File: config.mk
export PLATFORM = sky130hd
export DESIGN_NAME = video_pattern_gen
export DESIGN_NICKNAME = d
export VERILOG_FILES = /design/src/rtl/video_pkg.sv /design/src/rtl/video_pattern_pixel.sv /design/src/rtl/video_pattern_gen.sv
export SDC_FILE = /design/constraint.sdc
export NUM_CORES = 1
export LEC_CHECK = 0
export BUFFER_PORTS_ARGS = -buffer_cell sky130_fd_sc_hd__buf_2
export CELL_PAD_IN_SITES_DETAIL_PLACEMENT = 1
export CELL_PAD_IN_SITES_GLOBAL_PLACEMENT = 2
export CORE_MARGIN = 1
export CORE_UTILIZATION = 40
export CTS_CLUSTER_DIAMETER = 40
export DETAILED_ROUTE_END_ITERATION = 10
export GPL_TIMING_DRIVEN = 0
export PLACE_DENSITY_LB_ADDON = 0.1
export SYNTH_ARGS = -nofsm -noshare
export SYNTH_HDL_FRONTEND = slang
export SYNTH_SLANG_ARGS = --single-unit
File: constraint.sdc
create_clock -name m_axis_vid_aclk -period 10.7 [get_ports m_axis_vid_aclk]
set_clock_uncertainty 0.05 [all_clocks]
set_input_delay 2.14 -clock m_axis_vid_aclk [delete_from_list [all_inputs] [get_ports m_axis_vid_aclk]]
set_output_delay 2.14 -clock m_axis_vid_aclk [all_outputs]
set_load 0.1 [all_outputs]
File: src/rtl/video_pkg.sv
// Shared definitions for the video test-pattern source.
// Holds the pixel width, pattern-mode encodings, the colour-bar palette,
// the generator state type and the frame-size clamp helper.
package video_pkg;

    localparam int unsigned PIX_W = 32;

    localparam logic [2:0] MODE_SOLID   = 3'd0;
    localparam logic [2:0] MODE_HRAMP   = 3'd1;
    localparam logic [2:0] MODE_BARS    = 3'd2;
    localparam logic [2:0] MODE_CHECKER = 3'd3;
    localparam logic [2:0] MODE_SCROLL  = 3'd4;

    // White, yellow, cyan, green, magenta, red, blue, black
    localparam logic [PIX_W-1:0] BAR_PALETTE [8] = '{
        32'h00FF_FFFF, 32'h00FF_FF00, 32'h0000_FFFF, 32'h0000_FF00,
        32'h00FF_00FF, 32'h00FF_0000, 32'h0000_00FF, 32'h0000_0000
    };

    typedef enum logic [1:0] {
        IDLE   = 2'd0,
        ACTIVE = 2'd1,
        HBLANK = 2'd2,
        VBLANK = 2'd3
    } state_t;

    // Zero means one; anything above the maximum saturates.
    function automatic int unsigned clamp_cfg(input int unsigned val,
                                              input int unsigned max_val);
        int unsigned res;
        if (val == 0) begin
            res = 1;
        end else if (val > max_val) begin
            res = max_val;
        end else begin
            res = val;
        end
        return res;
    endfunction

endpackage

File: src/rtl/video_pattern_pixel.sv
// Combinational pattern generator for a single pixel.
// Ports:
//   mode      - pattern select (solid, h-ramp, bars, checker, scroll)
//   px, py    - pixel column / row
//   color     - solid colour
//   frame_cnt - frame count latched at frame start (scroll offset)
//   pixel_c   - resulting 0x00RRGGBB pixel
module video_pattern_pixel
    import video_pkg::*;
#(
    parameter int unsigned BAR_SHIFT = 4,
    parameter int unsigned CHK_SHIFT = 3
) (
    input  logic [2:0]       mode,
    input  logic [15:0]      px,
    input  logic [15:0]      py,
    input  logic [PIX_W-1:0] color,
    input  logic [15:0]      frame_cnt,
    output logic [PIX_W-1:0] pixel_c
);

    logic [15:0] scroll_x;
    logic [2:0]  bar_idx;
    logic        unused_bits;

    assign scroll_x    = px + frame_cnt;
    assign bar_idx     = px[BAR_SHIFT+2:BAR_SHIFT];
    assign unused_bits = ^{px[15:8], py, scroll_x[15:8]};

    // Pattern select
    always_comb begin
        pixel_c = '0;
        case (mode)
            MODE_SOLID:   pixel_c = color;
            MODE_HRAMP:   pixel_c = {8'h00, px[7:0], px[7:0], px[7:0]};
            MODE_BARS:    pixel_c = BAR_PALETTE[bar_idx];
            MODE_CHECKER: pixel_c = (px[CHK_SHIFT] ^ py[CHK_SHIFT]) ? 32'h00FF_FFFF : '0;
            MODE_SCROLL:  pixel_c = {8'h00, scroll_x[7:0], scroll_x[7:0], scroll_x[7:0]};
            default:      pixel_c = '0;
        endcase
    end

endmodule

File: src/rtl/video_pattern_gen.sv
// AXI4-Stream video test-pattern source with runtime frame size and mode,
// fixed horizontal/vertical blanking, frame counter and frame-done pulse.
// Ports:
//   m_axis_vid_aclk, aresetn      - clock, async active-low reset
//   enable                        - keep producing frames while high
//   cfg_mode/h_beats/v_lines/color - frame config, sampled at frame start
//   m_axis_vid_t*                 - AXI4-Stream master (tuser = SOF, tlast = EOL)
//   frame_count                   - completed frames (wraps)
//   frame_done                    - one-cycle pulse on the last handshake of a frame
//   busy                          - high whenever not idle
module video_pattern_gen
    import video_pkg::*;
#(
    parameter int unsigned PPC         = 1,
    parameter int unsigned MAX_H_BEATS = 1024,
    parameter int unsigned MAX_V_LINES = 1024,
    parameter int unsigned H_BLANK     = 0,
    parameter int unsigned V_BLANK     = 0,
    parameter int unsigned BAR_SHIFT   = 4,
    parameter int unsigned CHK_SHIFT   = 3,
    localparam int unsigned H_W        = $clog2(MAX_H_BEATS + 1),
    localparam int unsigned V_W        = $clog2(MAX_V_LINES + 1),
    localparam int unsigned TD_W       = PIX_W * PPC
) (
    input  logic             m_axis_vid_aclk,
    input  logic             aresetn,
    input  logic             enable,
    input  logic [2:0]       cfg_mode,
    input  logic [H_W-1:0]   cfg_h_beats,
    input  logic [V_W-1:0]   cfg_v_lines,
    input  logic [31:0]      cfg_color,
    output logic [TD_W-1:0]  m_axis_vid_tdata,
    output logic             m_axis_vid_tvalid,
    input  logic             m_axis_vid_tready,
    output logic             m_axis_vid_tuser,
    output logic             m_axis_vid_tlast,
    output logic [15:0]      frame_count,
    output logic             frame_done,
    output logic             busy
);

    localparam int unsigned       BLK_W     = 32;
    localparam logic [BLK_W-1:0]  HBLK_INIT = BLK_W'(H_BLANK - 1);
    localparam logic [BLK_W-1:0]  VBLK_INIT = BLK_W'(V_BLANK * (H_BLANK + 1) - 1);

    state_t            state_q, state_d;
    logic [2:0]        mode_q, mode_d;
    logic [H_W-1:0]    h_q, h_d;
    logic [V_W-1:0]    v_q, v_d;
    logic [31:0]       color_q, color_d;
    logic [15:0]       fc_lat_q, fc_lat_d;
    logic [H_W-1:0]    beat_q, beat_d;
    logic [V_W-1:0]    line_q, line_d;
    logic [BLK_W-1:0]  blk_q, blk_d;
    logic              tvalid_q, tvalid_d;
    logic              tuser_q, tuser_d;
    logic              tlast_q, tlast_d;
    logic [15:0]       fcount_q, fcount_d;
    logic              fdone_q, fdone_d;
    logic              busy_q, busy_d;
    logic [TD_W-1:0]   tdata_q;
    logic [TD_W-1:0]   pix_bus;
    logic              load_beat;
    logic              start_frame;
    logic              frame_end;

    // Next-state, counters and next output values
    always_comb begin
        state_d     = state_q;
        mode_d      = mode_q;
        h_d         = h_q;
        v_d         = v_q;
        color_d     = color_q;
        fc_lat_d    = fc_lat_q;
        beat_d      = beat_q;
        line_d      = line_q;
        blk_d       = blk_q;
        tvalid_d    = tvalid_q;
        tuser_d     = tuser_q;
        tlast_d     = tlast_q;
        fcount_d    = fcount_q;
        fdone_d     = 1'b0;
        load_beat   = 1'b0;
        start_frame = 1'b0;
        frame_end   = 1'b0;

        case (state_q)
            IDLE: begin
                if (enable) begin
                    start_frame = 1'b1;
                end
            end
            ACTIVE: begin
                if (tvalid_q && m_axis_vid_tready) begin
                    if (beat_q == h_q - H_W'(1)) begin
                        if (line_q == v_q - V_W'(1)) begin
                            fcount_d = fcount_q + 16'd1;
                            fdone_d  = 1'b1;
                            tvalid_d = 1'b0;
                            tuser_d  = 1'b0;
                            tlast_d  = 1'b0;
                            if (V_BLANK > 0) begin
                                state_d = VBLANK;
                                blk_d   = VBLK_INIT;
                            end else begin
                                frame_end = 1'b1;
                            end
                        end else begin
                            beat_d = '0;
                            line_d = line_q + V_W'(1);
                            if (H_BLANK > 0) begin
                                state_d  = HBLANK;
                                blk_d    = HBLK_INIT;
                                tvalid_d = 1'b0;
                                tuser_d  = 1'b0;
                                tlast_d  = 1'b0;
                            end else begin
                                load_beat = 1'b1;
                            end
                        end
                    end else begin
                        beat_d    = beat_q + H_W'(1);
                        load_beat = 1'b1;
                    end
                end
            end
            HBLANK: begin
                if (blk_q == '0) begin
                    state_d   = ACTIVE;
                    load_beat = 1'b1;
                end else begin
                    blk_d = blk_q - BLK_W'(1);
                end
            end
            VBLANK: begin
                if (blk_q == '0) begin
                    frame_end = 1'b1;
                end else begin
                    blk_d = blk_q - BLK_W'(1);
                end
            end
            default: state_d = IDLE;
        endcase

        if (frame_end) begin
            if (enable) begin
                start_frame = 1'b1;
            end else begin
                state_d = IDLE;
            end
        end

        // Latch config; the scroll offset is the count including the frame just finished
        if (start_frame) begin
            state_d   = ACTIVE;
            mode_d    = cfg_mode;
            h_d       = H_W'(clamp_cfg(32'(cfg_h_beats), MAX_H_BEATS));
            v_d       = V_W'(clamp_cfg(32'(cfg_v_lines), MAX_V_LINES));
            color_d   = cfg_color;
            fc_lat_d  = fcount_d;
            beat_d    = '0;
            line_d    = '0;
            load_beat = 1'b1;
        end

        if (load_beat) begin
            tvalid_d = 1'b1;
            tuser_d  = (beat_d == '0) && (line_d == '0);
            tlast_d  = (beat_d == h_d - H_W'(1));
        end

        busy_d = (state_d != IDLE);
    end

    // One pattern lane per pixel of the beat being loaded
    for (genvar p = 0; p < PPC; p++) begin : g_lane
        logic [15:0] px_lane;
        assign px_lane = 16'(32'(beat_d) * PPC + 32'(p));

        video_pattern_pixel #(
            .BAR_SHIFT (BAR_SHIFT),
            .CHK_SHIFT (CHK_SHIFT)
        ) u_pixel (
            .mode      (mode_d),
            .px        (px_lane),
            .py        (16'(line_d)),
            .color     (color_d),
            .frame_cnt (fc_lat_d),
            .pixel_c   (pix_bus[p*PIX_W +: PIX_W])
        );
    end

    // State, counters and output registers
    always_ff @(posedge m_axis_vid_aclk or negedge aresetn) begin
        if (!aresetn) begin
            state_q  <= IDLE;
            mode_q   <= '0;
            h_q      <= '0;
            v_q      <= '0;
            color_q  <= '0;
            fc_lat_q <= '0;
            beat_q   <= '0;
            line_q   <= '0;
            blk_q    <= '0;
            tvalid_q <= 1'b0;
            tuser_q  <= 1'b0;
            tlast_q  <= 1'b0;
            fcount_q <= '0;
            fdone_q  <= 1'b0;
            busy_q   <= 1'b0;
            tdata_q  <= '0;
        end else begin
            state_q  <= state_d;
            mode_q   <= mode_d;
            h_q      <= h_d;
            v_q      <= v_d;
            color_q  <= color_d;
            fc_lat_q <= fc_lat_d;
            beat_q   <= beat_d;
            line_q   <= line_d;
            blk_q    <= blk_d;
            tvalid_q <= tvalid_d;
            tuser_q  <= tuser_d;
            tlast_q  <= tlast_d;
            fcount_q <= fcount_d;
            fdone_q  <= fdone_d;
            busy_q   <= busy_d;
            if (load_beat) begin
                tdata_q <= pix_bus;
            end
        end
    end

    assign m_axis_vid_tdata  = tdata_q;
    assign m_axis_vid_tvalid = tvalid_q;
    assign m_axis_vid_tuser  = tuser_q;
    assign m_axis_vid_tlast  = tlast_q;
    assign frame_count       = fcount_q;
    assign frame_done        = fdone_q;
    assign busy              = busy_q;

endmodule
==> After elaboration in Yosys (flattened, before gate mapping) <==
Memories as Yosys holds them, arrays and structs flattened.
Cells that the tools add are included.
{ "classes": {"n_mul": 0, "muxes": 53, "n_reduce_logical": 17, "div": 0, "bitwise_logic": 3, "shift": 0, "eq_ne": 10, "n_addsub": 8, "order_cmp": 3} }
{ "op_table": {"columns": ["op", "n"], "rows": [
  ["$mux 11", 15],
  ["$pmux 32 s5", 1],
  ["$mux 32", 3],
  ["$mux 16", 5],
  ["$logic_not 11->1", 4],
  ["$eq 11x11->1", 3],
  ["$sub 11x1->11 const B", 3],
  ["$logic_not 32->1", 1],
  ["$sub 32x1->32 const B", 1],
  ["$mux 24", 1],
  ["$add 11x1->11 const B", 2],
  ["$gt 11x11->1 const B", 2],
  ["$mux 1", 20],
  ["$add 16x1->16 const B", 1],
  ["$mux 2", 5],
  ["$reduce_bool 2->1", 5],
  ["$add 8x8->8", 1],
  ["$eq 3x2->1 const B", 2],
  ["$eq 2x2->1 const B", 2],
  ["$ge 4x4->1 const B", 1],
  ["$not 3->4", 1],
  ["$pmux 1 s2", 2],
  ["$reduce_and 4->1", 1],
  ["$eq 3x1->1 const B", 1],
  ["10 further kinds", 11]
]} }
{ "word_totals": {"latchBits": 0, "ram_bits": 0, "ff_bits": 182, "memories": 1, "word_cells": 111, "mem_bits_ro": 256, "input_bits": 61} }
{ "mem_list": {"columns": ["name", "depth", "width", "rd", "rd_ports_with_merged_regs", "wr", "line_no", "rtl"], "rows": [
  ["(name not given)", 8, 32, 1, 0, 0, "video_pattern_pixel.sv:36", "MODE_BARS: pixel_c = BAR_PALETTE[bar_idx];"]
]} }

==> Logic depth before layout (Yosys ltp) <==
Gate-level depths: netlist of run 1.
{ "logic_depth": {"depth_word": 13, "mapped_depth": 27, "ltp_nobuf": 22} }

==> Cells and area by module <==
Synthesis of run 1 repeated with hierarchy kept, for this count alone.
{ "hier_totals": {"cells_unflattened": 1158, "hier_area_um2": 10156.0} }
{ "modules_own_cells": {"columns": ["mod", "cells_each", "area_each_um2", "seq_area_each_um2", "n_inst"], "rows": [
  ["video_pattern_gen", 1053, 9402.8, 4554.4, 1],
  ["video_pattern_pixel", 105, 753.2, 0.0, 1]
]} }

==> Least setup slack after synthesis of run 1 <==
OpenSTA, ideal clock, no wires.
{ "synth_timing": {"path_type": "input -> register", "from": "input m_axis_vid_tready", "to": "register tdata_q[15] (netlist: m_axis_vid_tdata[15])", "required_ns": 10.555, "path_buffers": 5, "cell_stages": 19, "arrival_time_ns": 6.025, "path_slack_ns": 4.529, "path_cell_list": "nand3_1 -> nor4_4 -> a21oi_1 -> nor2_1 -> buf_2 -> buf_2 -> buf_1 -> buf_2 -> buf_2 -> nand2_1 -> nand2_1 -> ha_1 -> a21o_1 -> a21o_1 -> or3_1 -> or3_1 -> o211ai_1 -> a21oi_1 -> o31ai_1"} }
{ "synth_rtl": {"columns": ["element", "line_no", "rtl"], "rows": [
  ["from (decl)", "video_pattern_gen.sv:34", "input logic m_axis_vid_tready,"],
  ["$logic_and 1x1->1 (*)", "video_pattern_gen.sv:94", "if (tvalid_q && m_axis_vid_tready) begin"],
  ["$mux 1", "video_pattern_gen.sv:94", null],
  ["$pmux 1 s2", "video_pattern_gen.sv:87", "case (state_q)"],
  ["$mux 1", "video_pattern_gen.sv:145", "if (frame_end) begin"],
  ["$mux 16 (*)", "video_pattern_gen.sv:154", "if (start_frame) begin"],
  ["via fc_lat_d[4]", "video_pattern_gen.sv:51", "logic [15:0] fc_lat_q, fc_lat_d;"],
  ["$add 8x8->8 (*)", "video_pattern_pixel.sv:26", "assign scroll_x = px + frame_cnt;"],
  ["$pmux 32 s5 (*)", "video_pattern_pixel.sv:33", "case (mode)"],
  ["to (signal assigned)", "video_pattern_gen.sv:229", "tdata_q <= pix_bus;"],
  ["to (decl)", "video_pattern_gen.sv:61", "logic [TD_W-1:0] tdata_q;"]
]} }
The timed path passes the listed nets; every way through them passes the cells marked *. The select of a mux whose other input is x is not followed.
A chain may end at the register's enable or synchronous reset.

==> Worst setup path after layout of run 1 <==
{ "layout_timing": {"from": "register v_q[0]", "to": "register tdata_q[23] (netlist: m_axis_vid_tdata[23])"} }
{ "layout_rtl": {"columns": ["element", "line_no", "rtl"], "rows": [
  ["from (decl)", "video_pattern_gen.sv:49", "logic [V_W-1:0] v_q, v_d;"],
  ["from (signal assigned)", "video_pattern_gen.sv:216", "v_q <= v_d;"],
  ["$sub 11x1->11 (*)", "video_pattern_gen.sv:96", "if (line_q == v_q - V_W'(1)) begin"],
  ["$eq 11x11->1 (*)", "video_pattern_gen.sv:96", null],
  ["$mux 1 (2 in a row)", null, null],
  ["$mux 1", "video_pattern_gen.sv:94", null],
  ["$pmux 1 s2", "video_pattern_gen.sv:87", null],
  ["$mux 1", "video_pattern_gen.sv:145", null],
  ["$mux 16 (*)", "video_pattern_gen.sv:154", null],
  ["via fc_lat_d[4]", "video_pattern_gen.sv:51", null],
  ["$add 8x8->8 (*)", "video_pattern_pixel.sv:26", null],
  ["$pmux 32 s5 (*)", "video_pattern_pixel.sv:33", null]
]} }
Marks and branches as above.

==> flow_metrics.py, run 1 <==
metrics = {
    "critical_path": {
        "r2r_slack_ns": 2.82,
        "critical_path.max_fanout": 10,
        "cpMostUsedCell": "buf_2",
        "cp_top_family": "simple AND/OR/NAND/NOR gates",
        "crit_buf_inv": 8,
        "cp.required_ns": 10.96,
        "cp_slowest_stage_delay_ns": 0.56,
        "crit_path_end_kind": "register",
        "reg2reg_depth": 27,
        "cp_slowest_cell": "nor4b_1",
        "worstReg2RegStart": "v_q[0]",
        "r2r_end": "m_axis_vid_tdata[23]",
        "start_kind": "register",
        "crit_type": "register to register",
        "cp_data_arrival_time_ns": 8.14,
    },
    "timing": {
        "fin_crit_sh_pct": 73.66,
        "clock.fmax_mhz": 126.9,
        "timing.slew.headroom_pct": 11.04,
        "fin_ws_ns": 2.818,
        "whs_ns": 0.4093,
        "worst_pin_slew_ns": 1.328,
        "setup_violations": 0,
        "hold_viol": 0,
        "fin_tns_setup_ns": 0,
        "grt_setup_unrepaired": "false",
        "finalCriticalPeriod_ns": 7.882,
        "drv_slew": 0,
    },
    "layout": {
        "drive_gt1_share_pct": 16.67,
        "final_cells": 1572,
        "diodes": 0,
        "register_area_um2": 4354,
        "design_area_um2": 11630,
        "fillers": 2886,
        "multiInputGateArea_um2": 5310,
        "fin_nets": 1314,
        "final_core_util_pct": 47.56,
        "syn2layout_area_growth_pct": 15.85,
    },
    "routing": {
        "antenna_left": 0,
        "drc_errors": 0,
        "drt_iter0_drc": 642,
        "num_vias": 8946,
        "wl_per_cell_um": 20.43,
        "vias_per_cell": 5.691,
        "first_pass_iters": 5,
        "drt-total-wl_mm": 32.11,
    },
    "pwr": {
        "seq_power_share_pct": 31.4,
        "p_leak_nw": 5.680,
        "switchingPower_mw": 1.309,
        "power.total_mw": 2.802,
        "power_frac_comb_pct": 46.2,
        "internal_power_mw": 1.493,
        "powerDensity_nw_per_um2": 240.8,
        "swShare_pct": 46.70,
        "peakVddDrop_v": 0.0001177,
        "p_clk_share_pct": 22.4,
    },
    "yosys": {
        "synth_adder_area_share_pct": 2.342,
        "synth_top_family_by_area": "simple AND/OR/NAND/NOR gates",
        "synthCells": 1103,
        "synth-xor-area-share_pct": 7.849,
        "avgSynthCellArea_um2": 9.106,
        "synth.largest_area_cell": "dfrtp_1",
        "synth_common_cells": "nand2_1 (211), dfrtp_1 (174), nor2_1 (59)",
        "synth.area.mux_share_pct": 1.159,
        "synth-seq-cells": 174,
        "ys_warn_count": 0,
        "synthTopCellsByArea": "dfrtp_1 (43%), nand2_1 (7.9%), xor2_1 (4.4%)",
        "synthSimpleGateAreaFrac_pct": 23.71,
        "synth_seq_area_share_pct": 43.35,
        "synth-compound-area-share_pct": 17.77,
        "async_reset_ff_share_pct": 100.0,
        "synth_area_um2": 10040,
        "netlist.area_leader.share_pct": 43.35,
        "yosysMostFrequentCell": "nand2_1",
        "syn-num-nets": 1182,
        "synth_edf_count": 0,
        "ys.flop_type": "dfrtp_1",
        "synth.distinct_cells": 86,
    },
    "floorplan": {
        "ios": 114,
        "rows": 57,
        "chipWidth_um": 160.5,
        "design.core.area_um2": 24460,
        "die_area_um2": 25750,
        "start_util_pct": 41.06,
        "die_height_um": 160.5,
    },
    "worst_hold_path": {
        "hp-start": "blk_q[12]",
        "hold_path_end": "blk_q[12]",
        "hold_path_class": "register to register",
        "holdPathStages": 1,
    },
    "placement": {
        "dpl.cell_count": 1540,
        "place_area_um2": 11050,
        "io_buffers": 112,
        "gp_congestion": 0.8838,
        "dp_hpwl_mm": 23.96,
        "dp_slack_ns": 2.617,
    },
    "clock_tree": {
        "ctsResizeCount": 0,
        "clock_latency_ns": 0.44,
        "max-clock-path-buffers": 2,
        "h-tree-depth": 4,
        "numCtsBuffers": 17,
        "hold_buffers": 0,
        "root_buffer": "clkbuf_16",
        "path_clk_slew_ns": 0.08,
        "clock_sinks": 174,
        "post_cts_buffers": 0,
        "cts_tree": "built",
    },
    "grt": {
        "grt_start_max_net_pins": 94,
        "grt_pass1_wl_mm": 51.97,
        "antenna_found_initial": 1,
        "grt-ovfl-total": 0,
        "grt_pass1_vias": 9344,
        "grtUsageTotal_pct": 25.93,
    },
    "job": {
        "drv_cap": 0,
    },
    "outcome": {
        "status": "finished, final reports clean",
    },
}
[worst register-to-register path, cell delays in order, from the launching register on]
cell	delay, ns
dfrtp_1	0.37
clkbuf_1	0.21
inv_1	0.11
ha_1	0.31
or3b_2	0.49
nor2_1	0.14
nor4bb_1	0.35
nor2_1	0.13
nor4_1	0.47
buf_2	0.34
a21oi_1	0.17
nor2_1	0.27
buf_2	0.34
buf_2	0.35
buf_1	0.51
buf_2	0.35
buf_2	0.29
nand2_1	0.09
nand2_1	0.17
ha_1	0.34
a21o_1	0.22
a21o_1	0.21
a21oi_1	0.19
a2111oi_0	0.09
nor4b_1	0.56
o211ai_1	0.19
a21oi_1	0.34
o31ai_1	0.13
[area by class of cell]
cell class              count  area share [%]
multi-input cells         835           45.64
flip-flops and latches    174           37.42
repair buffers            113           5.140
clock buffers              18           3.689
well taps                 324           3.484
plain buffers              55           2.043
clock inverters            14           1.323
inverters                  39           1.258
[how the worst max path moves through the flow]
stage	start	to	slack, ns	cells after the start
after floorplan	m_axis_vid_tready	m_axis_vid_tdata[15]	4.53	19
after global placement	m_axis_vid_tready	m_axis_vid_tdata[23]	2.70	21
after detailed placement	m_axis_vid_tready	m_axis_vid_tdata[23]	2.62	21
after CTS	v_q[0]	m_axis_vid_tdata[7]	2.80	27
after global routing	v_q[0]	m_axis_vid_tdata[7]	2.04	27
final	v_q[0]	m_axis_vid_tdata[23]	2.82	27
[power groups by stage]
stage	combinational [mW]	clock, mW	sequential, mW
2_1_floorplan	0.662	0	1.18
3_3_place_gp	1.26	0	0.887
3_5_place_dp	1.28	0	0.890
4_1_cts	1.29	0.642	0.878
5_1_grt	1.40	0.664	0.895
6_report	1.30	0.627	0.880
[placed cells by master, fill, tap and decap left out, types with 17 or more instances in the layout]
cell | Yosys | routed
or4_1 | 17 | 17
clkbuf_16 | 0 | 17
nor2_1 | 59 | 59
xor2_1 | 51 | 51
nor3_1 | 34 | 33
buf_2 | 9 | 120
ha_1 | 18 | 18
xnor2_1 | 39 | 39
dfrtp_1 | 174 | 174
nor4_1 | 27 | 27
a21oi_1 | 25 | 25
inv_1 | 39 | 39
nand3_1 | 32 | 32
nand3b_1 | 18 | 18
clkbuf_1 | 35 | 36
nand2_1 | 211 | 211
o21ai_0 | 40 | 40
[logic make-up (layout without fill, tap and decap cells)]
kind of cell,after synthesis,count (layout)
compound gates,232,232
xor+xnor,90,90
fa+ha+maj,19,19
buf+inv,94,239
flops,174,174
mux,11,11
simple gates,483,483
[metal layers]
metal / vias to the layer above / track usage (%) / part of all wire (%)
met4: 0 / 7.403 / 1.9
met5: - / 0 / 0
met3: 40 / 5.733 / 5.5
li1: 4248 / - / -
met2: 211 / 40.97 / 46
met1: 4447 / 35.63 / 47
[flip-flops by register name, indices dropped and copies added, names as in the netlist, named ones only]
register	count
v_q	11
m_axis_vid_tdata	32
m_axis_vid_tlast	1
color_q	32
frame_count	8
state_q	2
mode_q	3
beat_q	11
frame_done	1
busy	1
m_axis_vid_tvalid	1
h_q	11
m_axis_vid_tuser	1
blk_q	32
fc_lat_q	8
line_q	11
Power figures use the tool's default switching activity.
==> inputs of run 2 (changes only) <==
--- a/config.mk
+++ b/config.mk
@@ -9,7 +9,7 @@
 export CELL_PAD_IN_SITES_DETAIL_PLACEMENT = 1
 export CELL_PAD_IN_SITES_GLOBAL_PLACEMENT = 2
 export CORE_MARGIN = 1
-export CORE_UTILIZATION = 40
+export CORE_UTILIZATION = 33
 export CTS_CLUSTER_DIAMETER = 40
 export DETAILED_ROUTE_END_ITERATION = 10
 export GPL_TIMING_DRIVEN = 0
==> constraint.sdc (replaced) <==
create_clock -name m_axis_vid_aclk -period 6.4 [get_ports m_axis_vid_aclk]
set_clock_uncertainty 0.05 [all_clocks]
set_input_delay 1.28 -clock m_axis_vid_aclk [delete_from_list [all_inputs] [get_ports m_axis_vid_aclk]]
set_output_delay 1.28 -clock m_axis_vid_aclk [all_outputs]
set_load 0.1 [all_outputs]
==> run 2 against run 1 <==
  * The run now ends with capacitance limit left
  * First-iteration DRC count is 40% lower
  * Critical path type unchanged
  * Combinational power is 70% higher
  * Register-to-register slack worse by 2.4 ns
  * Largest cell class unchanged
  * Global-route usage is 3.4 points lower
  * Sequential cell count stayed put
  * Setup slack worse by 2.4 ns
  * Wire length is 4.8% higher
  * Cell count is 4.5% higher
  * Die area is 21% higher
==> flow_metrics.py, run 2 (same netlist as run 1, synthesis figures left out) <==
metrics = {
    "floorplan": {
        "die_area_um2": 31140,
        "chipWidth_um": 176.5,
        "ios": 114,
        "design.core.area_um2": 29800,
        "start_util_pct": 33.71,
        "die_height_um": 176.5,
        "rows": 63,
    },
    "layout": {
        "fillers": 3571,
        "final_cell_mix": "nand2_1 (210), dfrtp_1 (173), buf_2 (115), nor2_1 (58), xor2_1 (51)",
        "drive_gt1_share_pct": 18.55,
        "final_common_cell": "nand2_1",
        "syn2layout_area_growth_pct": 18.71,
        "fin_nets": 1317,
        "final_core_util_pct": 40.01,
    },
    "clock_tree": {
        "hold_buffers": 0,
        "h-tree-depth": 4,
        "max-clock-path-buffers": 2,
        "clock_latency_ns": 0.45,
        "numCtsBuffers": 17,
        "root_buffer": "clkbuf_16",
        "path_clk_slew_ns": 0.08,
        "clock_sinks": 174,
        "cts_tree": "built",
    },
    "routing": {
        "num_vias": 8899,
        "drt-total-wl_mm": 33.65,
        "drt_iter0_drc": 385,
        "antenna_left": 0,
        "vias_per_cell": 5.416,
        "wl_per_cell_um": 20.48,
        "drc_errors": 0,
        "first_pass_iters": 5,
    },
    "grt": {
        "grt_pass1_vias": 9198,
        "grt_start_max_net_pins": 92,
        "grtUsageTotal_pct": 22.48,
        "antenna_found_initial": 2,
        "grt-ovfl-total": 0,
        "grt_pass1_wl_mm": 53.38,
    },
    "outcome": {
        "status": "finished, violations left",
        "violations": "capacitance limit",
    },
    "pwr": {
        "p_clk_share_pct": 23.3,
        "powerDensity_nw_per_um2": 402.7,
        "swShare_pct": 46.16,
        "p_leak_nw": 5.767,
        "switchingPower_mw": 2.216,
        "internal_power_mw": 2.585,
        "power.total_mw": 4.801,
        "seq_power_share_pct": 30.8,
        "peakVddDrop_v": 0.0001964,
        "power_frac_comb_pct": 45.9,
    },
    "placement": {
        "dp_slack_ns": -1.490,
        "io_buffers": 112,
        "dp_hpwl_mm": 25.01,
        "gp_congestion": 0.8387,
    },
    "timing": {
        "whs_ns": 0.4099,
        "clock.fmax_mhz": 165.9,
        "worst_pin_slew_ns": 1.490,
        "drv_slew": 0,
        "grt_setup_unrepaired": "false",
        "hold_viol": 0,
        "finalCriticalPeriod_ns": 6.026,
        "fin_ws_ns": 0.3738,
        "setup_violations": 0,
        "fin_crit_sh_pct": 94.16,
        "timing.slew.headroom_pct": 0.2042,
    },
    "critical_path": {
        "start_kind": "register",
        "critical_path.max_fanout": 10,
        "crit_type": "register to register",
        "cp_slowest_cell": "o311ai_1",
        "cp_top_family": "compound AO/OA/AOI/OAI gates",
        "cp_data_arrival_time_ns": 6.33,
        "path_cells": "inv_1 > ha_1 > or4b_4 > o311ai_1 > a2111oi_4 > nand3_2 > clkbuf_1 > o21ai_0 > a31oi_2 > and2_1 > ha_2 > a21o_1 > a21o_1 > or3_1 > or3_1 > o211ai_1 > a21oi_2 > o31ai_1",
        "crit_buf_inv": 2,
        "cp_slowest_stage_delay_ns": 0.56,
        "crit_path_end_kind": "register",
        "cp.required_ns": 6.70,
    },
    "worst_hold_path": {
        "hold_path_class": "register to register",
    },
    "job": {
        "drv_cap": 1,
    },
}
## run 2: layer usage
layer	GRT usage (%)	part of all wire, %
met3	4.156	3.6
met5	0	0.024
met4	4.562	1.1
met2	35.96	46
met1	31.57	49
## run 2: power groups by stage
stage / clock network (mW) / logic (mW) / registers, mW
floorplan: 0 / 1.11 / 1.97
global placement: 0 / 2.13 / 1.49
detailed placement: 0 / 2.16 / 1.49
CTS: 1.14 / 2.18 / 1.47
global route: 1.19 / 2.39 / 1.51
finish: 1.12 / 2.21 / 1.48
## run 2: repair_timing
action                                  4_1_cts  5_1_grt
pin swaps                                     3        9
endpoints found under the setup margin       25       10
resized for setup                            19       17
buffers inserted                              2        6
## run 2: final timing paths
kind | startpoint | to | slack, ns | cells after the start
setup / recovery | h_q[0] | m_axis_vid_tdata[23] | 0.37 | 18
hold / removal | blk_q[5] | blk_q[5] | 0.41 | 1
setup reg to reg | h_q[0] | m_axis_vid_tdata[23] | 0.37 | 18
hold reg to reg | blk_q[5] | blk_q[5] | 0.41 | 1
max in group asynchronous | aresetn | color_q[13] | 4.61 | 2
min in group asynchronous | aresetn | asynchronous set/reset pin | 0.79 | 1
## run 2: cell type report
type	count	area (um^2)	area share [%]
multi-input combinational	835	5383	45.15
sequential	174	4355	36.53
timing repair buffer	122	665.6	5.583
tap	390	488.0	4.093
clock buffer	20	466.7	3.914
buffer	49	259.0	2.172
clock inverter	12	153.9	1.291
inverter	39	146.4	1.228
antenna	2	5.005	0.04198
## run 2: per-stage QoR
stage               cells  setup TNS, ns  instance area (um^2)
floorplan            1103              0                 10040
global placement     1605         -17.03                 11090
detailed placement   1606         -17.59                 11130
CTS                  1637              0                 11810
global route         1641              0                 11920
finish               1643              0                 11920
## run 2: worst reg2reg max path, delay by kind of cell (launching register included)
| kind | cells | cell delay (ns) |
|---|---|---|
| buf+inv | 2 | 0.62 |
| simple gates | 5 | 1.78 |
| compound gates | 9 | 2.42 |
| flops | 1 | 0.47 |
| fa+ha+maj | 2 | 0.60 |
